--- src/rtl/i2c_reg_decoder_pkg.sv ---
// Shared definitions for the I2C register decoder: FSM state encoding and
// default slave address / pointer width.
package i2c_reg_decoder_pkg;

  localparam logic [6:0] DEF_DEV_ADDR = 7'h42;
  localparam int         DEF_REG_AW   = 4;

  typedef enum logic [2:0] {
    ST_IDLE   = 3'd0,
    ST_ADDR   = 3'd1,
    ST_PTR    = 3'd2,
    ST_WRITE  = 3'd3,
    ST_READ   = 3'd4,
    ST_IGNORE = 3'd5
  } state_t;

endpackage

--- src/rtl/i2c_reg_decoder_if.sv ---
// Byte-level link between the I2C rx/tx engines (master side) and the
// register decoder (slave side).
interface i2c_reg_decoder_if;

  // Handshake: frame_valid, bus_start, bus_stop and tx_next are single-cycle
  // strobes with no ready/backpressure; the decoder must accept them on the
  // cycle they are high. ack_en, rd_mode and tx_data are level outputs.
  logic [7:0] frame_in;
  logic       frame_valid;
  logic       bus_start;
  logic       bus_stop;
  logic       tx_next;
  logic       ack_en;
  logic       rd_mode;
  logic [7:0] tx_data;

  modport master (
    output frame_in, frame_valid, bus_start, bus_stop, tx_next,
    input  ack_en, rd_mode, tx_data
  );

  modport slave (
    input  frame_in, frame_valid, bus_start, bus_stop, tx_next,
    output ack_en, rd_mode, tx_data
  );

endinterface

--- src/rtl/i2c_reg_decoder_regfile.sv ---
// 2**AW x 8 register file: one synchronous write port, two asynchronous read
// ports, synchronous clear while rst_n is low.
module i2c_reg_decoder_regfile #(
  parameter int AW = 4
) (
  input  logic          clk,
  input  logic          rst_n,
  input  logic          we,
  input  logic [AW-1:0] waddr,
  input  logic [7:0]    wdata,
  input  logic [AW-1:0] raddr_a,
  output logic [7:0]    rdata_a,
  input  logic [AW-1:0] raddr_b,
  output logic [7:0]    rdata_b
);

  logic [7:0] mem [2**AW];

  always_ff @(posedge clk) begin
    if (!rst_n) begin
      for (int i = 0; i < 2**AW; i++) mem[i] <= 8'h00;
    end else if (we) begin
      mem[waddr] <= wdata;
    end
  end

  // Reads see the pre-edge contents, so a same-cycle write returns old data.
  assign rdata_a = mem[raddr_a];
  assign rdata_b = mem[raddr_b];

endmodule

--- src/rtl/i2c_reg_decoder.sv ---
// I2C slave transaction decoder: address byte, register pointer, then write
// data into an auto-incrementing register file; serves read bytes to tx.
module i2c_reg_decoder
  import i2c_reg_decoder_pkg::*;
#(
  parameter logic [6:0] DEV_ADDR = DEF_DEV_ADDR,
  parameter int         REG_AW   = DEF_REG_AW
) (
  input  logic                sys_clk,
  input  logic                rst_n,
  i2c_reg_decoder_if.slave    bus,
  output logic                reg_we,
  output logic [REG_AW-1:0]   reg_waddr,
  output logic [7:0]          reg_wdata,
  input  logic [REG_AW-1:0]   host_raddr,
  output logic [7:0]          host_rdata,
  output logic                ptr_err,
  output state_t              dbg_state
);

  state_t            state;
  logic [REG_AW-1:0] ptr;
  logic [7:0]        ptr_rdata;
  logic              addr_hit;
  logic              write_fire;

  assign addr_hit   = (bus.frame_in[7:1] == DEV_ADDR);
  // A START in the same cycle drops the byte, so it must not reach the array.
  assign write_fire = (state == ST_WRITE) && bus.frame_valid && !bus.bus_start;
  assign dbg_state  = state;

  i2c_reg_decoder_regfile #(.AW(REG_AW)) u_regfile (
    .clk     (sys_clk),
    .rst_n   (rst_n),
    .we      (write_fire),
    .waddr   (ptr),
    .wdata   (bus.frame_in),
    .raddr_a (ptr),
    .rdata_a (ptr_rdata),
    .raddr_b (host_raddr),
    .rdata_b (host_rdata)
  );

  always_ff @(posedge sys_clk) begin
    if (!rst_n) begin
      state       <= ST_IDLE;
      ptr         <= '0;
      bus.ack_en  <= 1'b0;
      bus.rd_mode <= 1'b0;
      bus.tx_data <= 8'h00;
      reg_we      <= 1'b0;
      reg_waddr   <= '0;
      reg_wdata   <= 8'h00;
      ptr_err     <= 1'b0;
    end else begin
      reg_we      <= write_fire;
      bus.tx_data <= ptr_rdata;
      if (write_fire) begin
        reg_waddr <= ptr;
        reg_wdata <= bus.frame_in;
      end

      if (bus.bus_start) begin
        state       <= ST_ADDR;
        bus.ack_en  <= 1'b0;
        bus.rd_mode <= 1'b0;
      end else begin
        case (state)
          ST_ADDR: if (bus.frame_valid) begin
            if (addr_hit && !bus.frame_in[0]) begin
              state      <= ST_PTR;
              bus.ack_en <= 1'b1;
            end else if (addr_hit) begin
              state       <= ST_READ;
              bus.ack_en  <= 1'b1;
              bus.rd_mode <= 1'b1;
            end else begin
              state      <= ST_IGNORE;
              bus.ack_en <= 1'b0;
            end
          end
          ST_PTR: if (bus.frame_valid) begin
            ptr   <= bus.frame_in[REG_AW-1:0];
            state <= ST_WRITE;
            if ((bus.frame_in >> REG_AW) != 8'h00) ptr_err <= 1'b1;
          end
          ST_WRITE: if (bus.frame_valid) ptr <= ptr + 1'b1;
          ST_READ:  if (bus.tx_next)     ptr <= ptr + 1'b1;
          default: ;
        endcase

        // STOP lands after the byte above has been processed.
        if (bus.bus_stop) begin
          state       <= ST_IDLE;
          bus.ack_en  <= 1'b0;
          bus.rd_mode <= 1'b0;
        end
      end
    end
  end

endmodule

--- src/flat_wrapper.sv ---
// flat-port wrapper written by rule: the top's interface ports become plain ports
module i2c_reg_decoder_flat import i2c_reg_decoder_pkg::*;
#(
  parameter logic [6:0] DEV_ADDR = DEF_DEV_ADDR,
  parameter int         REG_AW   = DEF_REG_AW
)
  (sys_clk, rst_n, reg_we, reg_waddr, reg_wdata, host_raddr, host_rdata, ptr_err, dbg_state, bus_frame_in, bus_frame_valid, bus_bus_start, bus_bus_stop, bus_tx_next, bus_ack_en, bus_rd_mode, bus_tx_data);
  i2c_reg_decoder_if bus_i ();
  input  logic sys_clk;
  input  logic rst_n;
  output logic reg_we;
  output logic [REG_AW-1:0] reg_waddr;
  output logic [7:0] reg_wdata;
  input  logic [REG_AW-1:0] host_raddr;
  output logic [7:0] host_rdata;
  output logic ptr_err;
  output state_t dbg_state;
  input wire logic [$bits(bus_i.frame_in)-1:0] bus_frame_in;
  input wire logic [$bits(bus_i.frame_valid)-1:0] bus_frame_valid;
  input wire logic [$bits(bus_i.bus_start)-1:0] bus_bus_start;
  input wire logic [$bits(bus_i.bus_stop)-1:0] bus_bus_stop;
  input wire logic [$bits(bus_i.tx_next)-1:0] bus_tx_next;
  output wire logic [$bits(bus_i.ack_en)-1:0] bus_ack_en;
  output wire logic [$bits(bus_i.rd_mode)-1:0] bus_rd_mode;
  output wire logic [$bits(bus_i.tx_data)-1:0] bus_tx_data;
  assign bus_i.frame_in = bus_frame_in;
  assign bus_i.frame_valid = bus_frame_valid;
  assign bus_i.bus_start = bus_bus_start;
  assign bus_i.bus_stop = bus_bus_stop;
  assign bus_i.tx_next = bus_tx_next;
  assign bus_ack_en = bus_i.ack_en;
  assign bus_rd_mode = bus_i.rd_mode;
  assign bus_tx_data = bus_i.tx_data;
  i2c_reg_decoder #(.DEV_ADDR(DEV_ADDR), .REG_AW(REG_AW)) u_core (.sys_clk(sys_clk), .rst_n(rst_n), .bus(bus_i), .reg_we(reg_we), .reg_waddr(reg_waddr), .reg_wdata(reg_wdata), .host_raddr(host_raddr), .host_rdata(host_rdata), .ptr_err(ptr_err), .dbg_state(dbg_state));
endmodule
--- config.mk ---
export PLATFORM = sky130hd
export DESIGN_NAME = i2c_reg_decoder_flat
export DESIGN_NICKNAME = d
export VERILOG_FILES = /design/src/rtl/i2c_reg_decoder_pkg.sv /design/src/rtl/i2c_reg_decoder_if.sv /design/src/rtl/i2c_reg_decoder_regfile.sv /design/src/rtl/i2c_reg_decoder.sv /design/src/flat_wrapper.sv
export SDC_FILE = /design/constraint.sdc
export NUM_CORES = 1
export LEC_CHECK = 0
export CELL_PAD_IN_SITES_DETAIL_PLACEMENT = 2
export CELL_PAD_IN_SITES_GLOBAL_PLACEMENT = 2
export CORE_MARGIN = 4
export CORE_UTILIZATION = 41
export CTS_CLUSTER_DIAMETER = 100
export DETAILED_ROUTE_END_ITERATION = 8
export PLACE_DENSITY = 0.9
export REMOVE_ABC_BUFFERS = 1
export SLEW_MARGIN = 20
export SYNTH_ARGS = -nofsm -noshare
export SYNTH_HDL_FRONTEND = slang
export SYNTH_SLANG_ARGS = --single-unit
--- constraint.sdc ---
create_clock -name sys_clk -period 2.5 [get_ports sys_clk]
set_clock_uncertainty 0.1 [all_clocks]
set_input_delay 0.5 -clock sys_clk [delete_from_list [all_inputs] [get_ports sys_clk]]
set_output_delay 0.5 -clock sys_clk [all_outputs]
set_load 0.05 [all_outputs]
# Word-level counts from Yosys, hierarchy flattened
# Memories as Yosys holds them, arrays and structs flattened. A register that Yosys moved wholly into a read port is not among the register bits.
# Cells that the tools add are included.
# op_classes
add_sub_neg	1
mul	0
div	0
order_cmp	0
eq_ne	11
shifts	0
n_mux	20
bitwise	3
n_reduce_logical	18
# op_table
cell	n
$mux W4	4
$pmux W4 S3	1
$mux W1	10
$mux W3	3
$mux W8	1
$ne A2 B2 Y1 const B	4
$ne A4 B4 Y1 const B	2
$reduce_and A4 Y1	2
$reduce_bool A8 Y1	1
$reduce_or A8 Y1	1
$eq A7 B7 Y1 const B	1
$eq A3 B2 Y1 const B	2
$pmux W3 S2	1
$reduce_and A3 Y1	2
$reduce_and A5 Y1	1
$add A4 B1 Y4 const B	1
$reduce_bool A4 Y1	1
$eq A3 B1 Y1 const B	1
$eq A3 B3 Y1 const B	1
$logic_and A1 B1 Y1	3
$logic_not A1 Y1	3
$not A1 Y1	3
$reduce_bool A3 Y1	1
$reduce_or A3 Y1	1
other kinds (2)	2
# word_totals
reg_bits	23
latchBits	0
ram_bits	128
romBits	0
output_inout_bits	35
elab_cells	63
memories	1
# memory_table
memory	words	word_bits	read_ports	rd_ports_with_merged_regs	wr	line	rtl
u_core.u_regfile.mem	16	8	2	1	16	i2c_reg_decoder_regfile.sv:17	logic [7:0] mem [2**AW];

# Logic depth before layout (Yosys ltp)
# Gate-level depths: netlist of the first run.
# depth
depth_word	8
ltp_mapped	7

# Modules after synthesis
# A second synthesis of the first run with hierarchy kept.
# unflattened
hier_cells	566
hier_area_um2	8137.8
# modules_own_cells
module	n_inst	cells_each	area_per_inst_um2
i2c_reg_decoder_regfile	1	445	6919.1
i2c_reg_decoder	1	121	1218.7

# Worst setup path before layout of the first run
# No wires, ideal clock.
# synth_timing
kind	input to output
start	input port host_raddr[0]
end	output port host_rdata[1]
arrival_time_ns	1.946
required_ns	1.900
setup_slack_ns	-0.046
stages	5
path_buffers	2
cell_sequence	buf_2 buf_2 mux4_2 a22oi_1 nand2_1
# synth_via
elab_chain_len	1
# synth_rtl
element	line	rtl
start: declaration	flat_wrapper.sv:14	input logic [REG_AW-1:0] host_raddr;
$mem_v2 Z16 W8	n/a	
end: declaration	flat_wrapper.sv:15	output logic [7:0] host_rdata;
# No other way between the ends.

==> results of run 1 <==
cells by family (layout without fill, tap and decap cells):
group                      Yosys count  in the layout  share of synthesized area
DFF                                159            159                     0.5681
and+or+nand+nor                    252            252                     0.1344
adders and majority gates            4              4                   0.006369
AOI/OAI and AO/OA                   82             82                    0.07308
muxes                               69             69                     0.1869
buffers and inverters               54            156                    0.03121
worst min-delay path: cells and delay by family, from the launching register on:
family,cells,cell delay [ps]
flops,1,320
compound gates,1,70
simple gates,1,50
cells in the mapped netlist, drive strengths merged:
library cell | number | share of area
o21a | 2 | 0.0019
and2 | 6 | 0.0048
a221o | 7 | 0.0089
nor4 | 1 | 0.00080
nor2 | 136 | 0.065
or2 | 1 | 0.00080
mux2 | 2 | 0.0029
buf | 25 | 0.017
clkbuf | 24 | 0.011
o2111ai | 1 | 0.0011
mux2i | 5 | 0.0064
a22o | 7 | 0.0078
nand2 | 78 | 0.037
nand3b | 3 | 0.0029
a21oi | 5 | 0.0032
o31a | 1 | 0.0011
or3 | 1 | 0.00080
nor4bb | 1 | 0.0013
edfxtp | 128 | 0.49
o21ai | 23 | 0.015
inv | 5 | 0.0024
nand4bb | 1 | 0.0014
mux4 | 62 | 0.18
nor3 | 3 | 0.0019
nand3 | 7 | 0.0057
dfxtp | 31 | 0.079
o22ai | 2 | 0.0016
o311ai | 1 | 0.0011
ha | 4 | 0.0064
a22oi | 17 | 0.016
and3 | 2 | 0.0016
and2b | 1 | 0.00096
nand2b | 4 | 0.0032
and4b | 1 | 0.0013
a31oi | 1 | 0.00080
nor2b | 6 | 0.0048
o21ba | 1 | 0.0013
a21boi | 14 | 0.013
cell type report:
class	instances	area (um^2)
Fill cell	1783	8900
Inverter	5	18.77
Clock inverter	15	190.2
Tap cell	234	292.8
Timing Repair Buffer	119	1221
Sequential cell	159	4466
Multi-Input combinational cell	407	3254
Clock buffer	17	425.4
power by group through the flow:
stage,Sequential (mW),Combinational [mW],Clock (mW)
finish,2.99,0.601,2.72
global route,2.99,0.622,2.87
CTS,2.98,0.571,2.75
detailed placement,3.04,0.530,0
global placement,3.03,0.501,0
floorplan,3.03,0.244,0
sequential cells by signal (all words and copies together) (netlist names):
name,cells
u_core.bus.tx_data,8
u_core.reg_waddr,4
u_core.bus.rd_mode,1
u_core.ptr_err,1
u_core.ptr,4
u_core.bus.ack_en,1
u_core.reg_we,1
u_core.u_regfile.mem,128
u_core.reg_wdata,8
u_core.dbg_state,3
metal layers:
| layer | share of wire | GRT usage |
|---|---|---|
| met5 | 0 | 0 |
| met4 | 0.038 | 0.1152 |
| met3 | 0.063 | 0.05773 |
| met2 | 0.53 | 0.5117 |
| met1 | 0.36 | 0.3200 |
metrics by stage:
step	TNS (ps)	hold WS, ps	area, um^2
after floorplan	-60790	454.4	7632
after global placement	-1720	354.1	8960
after detailed placement	-9630	362.8	8960
after CTS	0	385.0	9733
after global routing	-87.54	407.4	9868
final	0	380.9	9868
path summary, 6_finish.rpt:
path / from / to / slack (ps) / cells after the start
worst max-delay path: u_core.u_regfile.mem[14][0] / host_rdata[0] / 4 / 4
worst min register to register: u_core.reg_waddr[3] / u_core.reg_waddr[3] / 380 / 2
worst max register to register: u_core.dbg_state[1] / u_core.u_regfile.mem[6][2] / 360 / 6
worst min-delay path: u_core.reg_waddr[3] / u_core.reg_waddr[3] / 380 / 2
timing repair:
item	in CTS	in global routing
resized for setup	28	19
buffers inserted	2	8
endpoints found under the hold margin	0	0
hold buffers	0	0
pin swaps	5	10
cloned	2	0
endpoints found under the setup margin	8	8
==> metrics.md, run 1 <==
| Metric | Value |
|---|---|
| Pwr/cell area | `639.2 mW/mm^2` |
| Final setup violation count | `0` |
| Register bit total from synthesis | `159` |
| Critical path's largest stage delay | `520 ps` |
| Critical Path Start Type | `flip-flop` |
| Clk pwr share | `0.431` |
| Clk_lat worst skew | `450 ps` |
| WP buf/inv | `1` |
| Number of remaining DRC errors | `0` |
| Number of global-route vias before repair | `6,728` |
| Non-Filler Instances | `956` |
| Clock-pin transition on the worst setup and hold timing paths | `70 ps` |
| Max FO, Critical Path | `2` |
| Commonest non-fill, non-tap cell in the layout | `nor2_1` |
| Max-cap violations | `0` |
| Area of the core | `0.01877 mm^2` |
| Worst Path Required | `1900 ps` |
| CTS tree | `done` |
| NumNets Final | `731` |
| F_max | `400.6 MHz` |
| Clk sink count | `159` |
| DP Worst Slack | `-326.3 ps` |
| Worst-Margin Slew | `937.3 ps` |
| Area growth, synth to finish | `25.57%` |
| CTS Buf Count | `17` |
| Synth Cell Area | `0.007859 mm^2` |
| Final core occ | `0.5258` |
| Sequential-to-total area share from yosys stat | `0.5681` |
| Sw Ratio | `0.2669` |
| Fin. Hold Viols | `0` |
| Worst EP arrival | `1900 ps` |
| DP Wirelength | `20,220 um` |
| Die area | `0.02145 mm^2` |
| Synth Warn # | `0` |
| HP Class | `reg -> reg` |
| Routability cong. | `0.9253` |
| Flop pwr share | `0.473` |
| Min Tclk post-route | `2496 ps` |
| Chip Width | `146.4 um` |
| Cells after synthesis | `620` |
| Routed length per placed instance | `31.11 um` |
| # port buffers | `52` |
| IO Pins | `53` |
| Drt pass-1 iters | `7` |
| Starting Density | `0.4187` |
| Slowest cell on the critical path | `mux4_2` |
| 1st-iter DRT viols | `504` |
| Switching power | `1.683 mW` |
| Total power | `6.308 mW` |
| Fin. max-slew vios | `0` |
| Commonest non-fill, non-tap cells in the layout | `nor2_1 (135), edfxtp_1 (128), nand2_1 (73)` |
| # placed instances | `912` |
| Root Buffer | `clkbuf_16` |
| First-pass GRT wire length | `43,830 um` |
| Vias/cell | `6.278` |
| H-tree levels | `4` |
| Slew headroom | `0.3729` |
| Share of post-route cells with drive strength above 1 | `0.2798` |
| Final worst slack | `3.580 ps` |
| Total track usage | `0.2805` |
| Longest Clk Path Bufs | `2` |
| Die height | `146.4 um` |
| Leakage Power | `3.369 nW` |
| Post-route ant nets | `0` |
| Antenna violations before repair | `0` |
| Avg Cell Area, Syn | `12.68 um^2` |
| Pin count of the biggest net entering global routing | `41` |
| Status | `finished clean` |
| # diodes | `0` |
| Distinct cell type count after synthesis | `43` |
| Peak VDD IR | `0.0005464 V` |
| Period utilization | `0.9986` |
| Rows | `50` |
| Routed via count | `6,002` |
| Gate power share | `0.095` |
| RSZ-0062 raised after global routing | `true` |
| Internal Dissipation | `4.624 mW` |
| Critical path, cell by cell | `mux4_2 > a22oi_2 > nand2_2 > buf_6` |
| Grt ovf | `0` |
| Routed WL | `29,740 um` |
| Worst Setup End Kind | `output pin` |
| Setup CP Type | `reg -> out` |
| Worst path top cell family by delay | `multiplexers` |
(Power assumes the default switching activity.)
==> inputs of run 2 (changes only) <==
--- a/config.mk
+++ b/config.mk
@@ -11,6 +11,7 @@
 export CORE_UTILIZATION = 41
 export CTS_CLUSTER_DIAMETER = 100
 export DETAILED_ROUTE_END_ITERATION = 8
+export MAX_ROUTING_LAYER = met4
 export PLACE_DENSITY = 0.9
 export REMOVE_ABC_BUFFERS = 1
 export SLEW_MARGIN = 20
==> constraint.sdc (replaced) <==
create_clock -name sys_clk -period 2.5 [get_ports sys_clk]
set_clock_uncertainty 0.1 [all_clocks]
set_input_delay 0.75 -clock sys_clk [delete_from_list [all_inputs] [get_ports sys_clk]]
set_output_delay 0.75 -clock sys_clk [all_outputs]
set_load 0.05 [all_outputs]
==> metrics.md, run 2 (synthesis results as in run 1) <==
| Metric | Value |
|---|---|
| Final setup violation count | `8 (+8)` |
| DP Wirelength | `20,220 um (about the same)` |
| Routability cong. | `0.9027 (-2.4%)` |
| Fin. Hold Viols | `0 (unchanged)` |
| Total power | `6.197 mW (-1.8%)` |
| Critical Path Start Type | `primary input` |
| Leakage Power | `3.470 nW (+3.0%)` |
| Final Cell Area | `0.009928 mm^2 (+0.61%)` |
| Routed via count | `6,068 (+1.1%)` |
| Pwr/cell area | `624.1 mW/mm^2 (-2.4%)` |
| F_max | `335.2 MHz (-16%)` |
| # placed instances | `916 (+0.44%)` |
| Non-Filler Instances | `957 (+0.10%)` |
| CTS Buf Count | `17 (unchanged)` |
| Clk sink count | `159 (unchanged)` |
| Grt ovf | `0 (unchanged)` |
| Drt pass-1 iters | `6 (-1)` |
| # port buffers | `52 (unchanged)` |
| WP depth | `7 (+3)` |
| Max-cap violations | `0 (unchanged)` |
| Worst R2R Start | `u_core.dbg_state[1]` |
| Number of global-route vias before repair | `6,908 (+2.7%)` |
| Max FO, Critical Path | `5 (+3)` |
| Worst-Margin Slew | `820.3 ps (-116.9 ps)` |
| Fill cell count | `1,778 (-0.28%)` |
| DP Area | `0.009022 mm^2 (+0.70%)` |
| Rows | `50 (unchanged)` |
| DP Worst Slack | `-803.8 ps (-477.5 ps)` |
| First-pass GRT wire length | `45,060 um (+2.8%)` |
| Worst Reg-to-Reg Cells | `6 (unchanged)` |
| Clock-pin transition on the worst setup and hold timing paths | `70 ps (about the same)` |
| Commonest non-fill, non-tap cell in the layout | `nor2_1` |
| Largest regs | `u_core.u_regfile.mem: 128 flops, u_core.bus.tx_data: 8 flops, u_core.reg_wdata: 8 flops` |
| Largest register by flop count | `u_core.u_regfile.mem` |
| HP Class | `reg -> reg` |
| Worst Setup End Kind | `output pin` |
| Longest Clk Path Bufs | `2 (unchanged)` |
| Critical path's largest stage delay | `530 ps (about the same)` |
| Area of the core | `0.01877 mm^2 (unchanged)` |
| WP buf/inv | `4 (+3)` |
| Critical Path Sink | `host_rdata[5]` |
| # diodes | `0 (unchanged)` |
| RR Endpoint | `u_core.u_regfile.mem[8][2]` |
| Setup TNS | `-3586 ps (-3586 ps)` |
| Period utilization | `1.193 (+0.1946)` |
| Number of remaining DRC errors | `0 (unchanged)` |
| Failing checks | `negative setup slack` |
| Min Tclk post-route | `2983 ps (+486.6 ps)` |
| Flip-flop count of the largest register after layout | `128 (unchanged)` |
| Critical path, cell by cell | `buf_12 > buf_12 > buf_12 > mux4_2 > a22oi_2 > nand2_2 > buf_6` |
| Worst path top cell family by delay | `buffers and inverters` |
| Share of post-route cells with drive strength above 1 | `0.2808 (+0.0009962)` |
| Status | `finished with violations` |
| CTS Hold Bufs | `0 (unchanged)` |
| Chip Width | `146.4 um (unchanged)` |
| Die height | `146.4 um (unchanged)` |
| Area growth, synth to finish | `26.33%` |
| H-tree levels | `4 (unchanged)` |
| Critical path launch point | `host_raddr[0]` |
| NumNets Final | `732 (+0.14%)` |
| Crit path top cell by count | `buf_12` |
| Final worst slack | `-483.0 ps (-486.6 ps)` |
| CTS tree | `done` |
| Antenna violations before repair | `0 (unchanged)` |
| Total track usage | `0.2944 (+0.01389)` |
| Slowest cell on the critical path | `mux4_2` |
| Setup CP Type | `in -> out` |
| Peak VDD IR | `0.0005120 V (-6.3%)` |
| Root Buffer | `clkbuf_16` |
| Commonest non-fill, non-tap cells in the layout | `nor2_1 (135), edfxtp_1 (128), nand2_1 (73)` |
| Fin. max-slew vios | `0 (unchanged)` |
| IO Pins | `53 (unchanged)` |
| Worst Path Required | `1650 ps (-250 ps)` |
| Final core occ | `0.5290 (+0.003200)` |
| Vias/cell | `6.341 (+0.99%)` |
| Flop-to-flop setup slack | `380 ps (+20 ps)` |
| Worst EP arrival | `2130 ps (+230 ps)` |
| Routed length per placed instance | `31.46 um (+1.1%)` |
| WHS | `379.3 ps (-1.655 ps)` |
| Pin count of the biggest net entering global routing | `33 (-20%)` |
| 1st-iter DRT viols | `531 (+5.4%)` |
| Routed WL | `30,110 um (+1.2%)` |
| Starting Density | `0.4187 (unchanged)` |
| Die area | `0.02145 mm^2 (unchanged)` |
| Clk_lat worst skew | `440 ps (about the same)` |
| Slew headroom | `0.4511 (+0.07823)` |
| RSZ-0062 raised after global routing | `true` |
| Post-route ant nets | `0 (unchanged)` |
[run 2: cell types whose count changed in the layout (fill, tap and decap cells not counted), moves of 3 or more]
cell	change
buf_12	+6
dlygate4sd2_1	+5
clkinv_8	-3
clkdlybuf4s50_1	-9
buf_4	-4
clkinv_2	+4
clkinv_4	-3
inv_8	-5
inv_6	+4
[run 2: what timing repair did]
| action | 4_1_cts | 5_1_grt |
|---|---|---|
| gates resized for setup | 51 | 9 |
| pin swaps | 16 | 2 |
| setup buffers | 5 | 0 |
| setup endpoints to repair | 11 | 20 |
| gates cloned | 4 | 0 |
[run 2: worst min path at each step]
stage,from,to,cells after the start
after floorplan,u_core.ptr[3],u_core.reg_waddr[3],2
after global placement,u_core.ptr_err,u_core.ptr_err,1
after detailed placement,u_core.reg_waddr[2],u_core.reg_waddr[2],2
after CTS,u_core.reg_waddr[2],u_core.reg_waddr[2],2
after global routing,u_core.ptr_err,u_core.ptr_err,1
final,u_core.reg_waddr[2],u_core.reg_waddr[2],2
[run 2: layer usage]
layer  vias to the layer above  global-route usage  part of all wire
met4                         0              0.1157             0.035
met5                         -                   -                 0
met3                        78             0.05059             0.059
met1                      3202              0.3434              0.38
met2                       295              0.5085              0.53
li1                       2493                   -                 -
[run 2: power breakdown]
part           internal [mW]  switching, mW  leakage [nW]
Sequential              2.93         0.0598          1.57
Clock                   1.42           1.17         0.280
Combinational          0.269          0.355          1.62
Total                   4.61           1.59          3.47
[run 2: layout make-up]
class                   instances  area, um^2  area share
clock buffers                  18       439.2     0.04423
repair buffers                120        1339      0.1348
inverters                       5       18.77    0.001890
well taps                     234       292.8     0.02949
multi-input cells             407        3244      0.3268
flip-flops and latches        159        4466      0.4498
clock inverters                14       128.9     0.01298
[run 2: worst reg2reg max path, cell delays in order, from the launching register on]
cell,delay [ps]
dfxtp_1,520
and2b_1,200
and3_1,160
buf_4,160
nand2_1,150
o21ai_0,270
buf_4,260
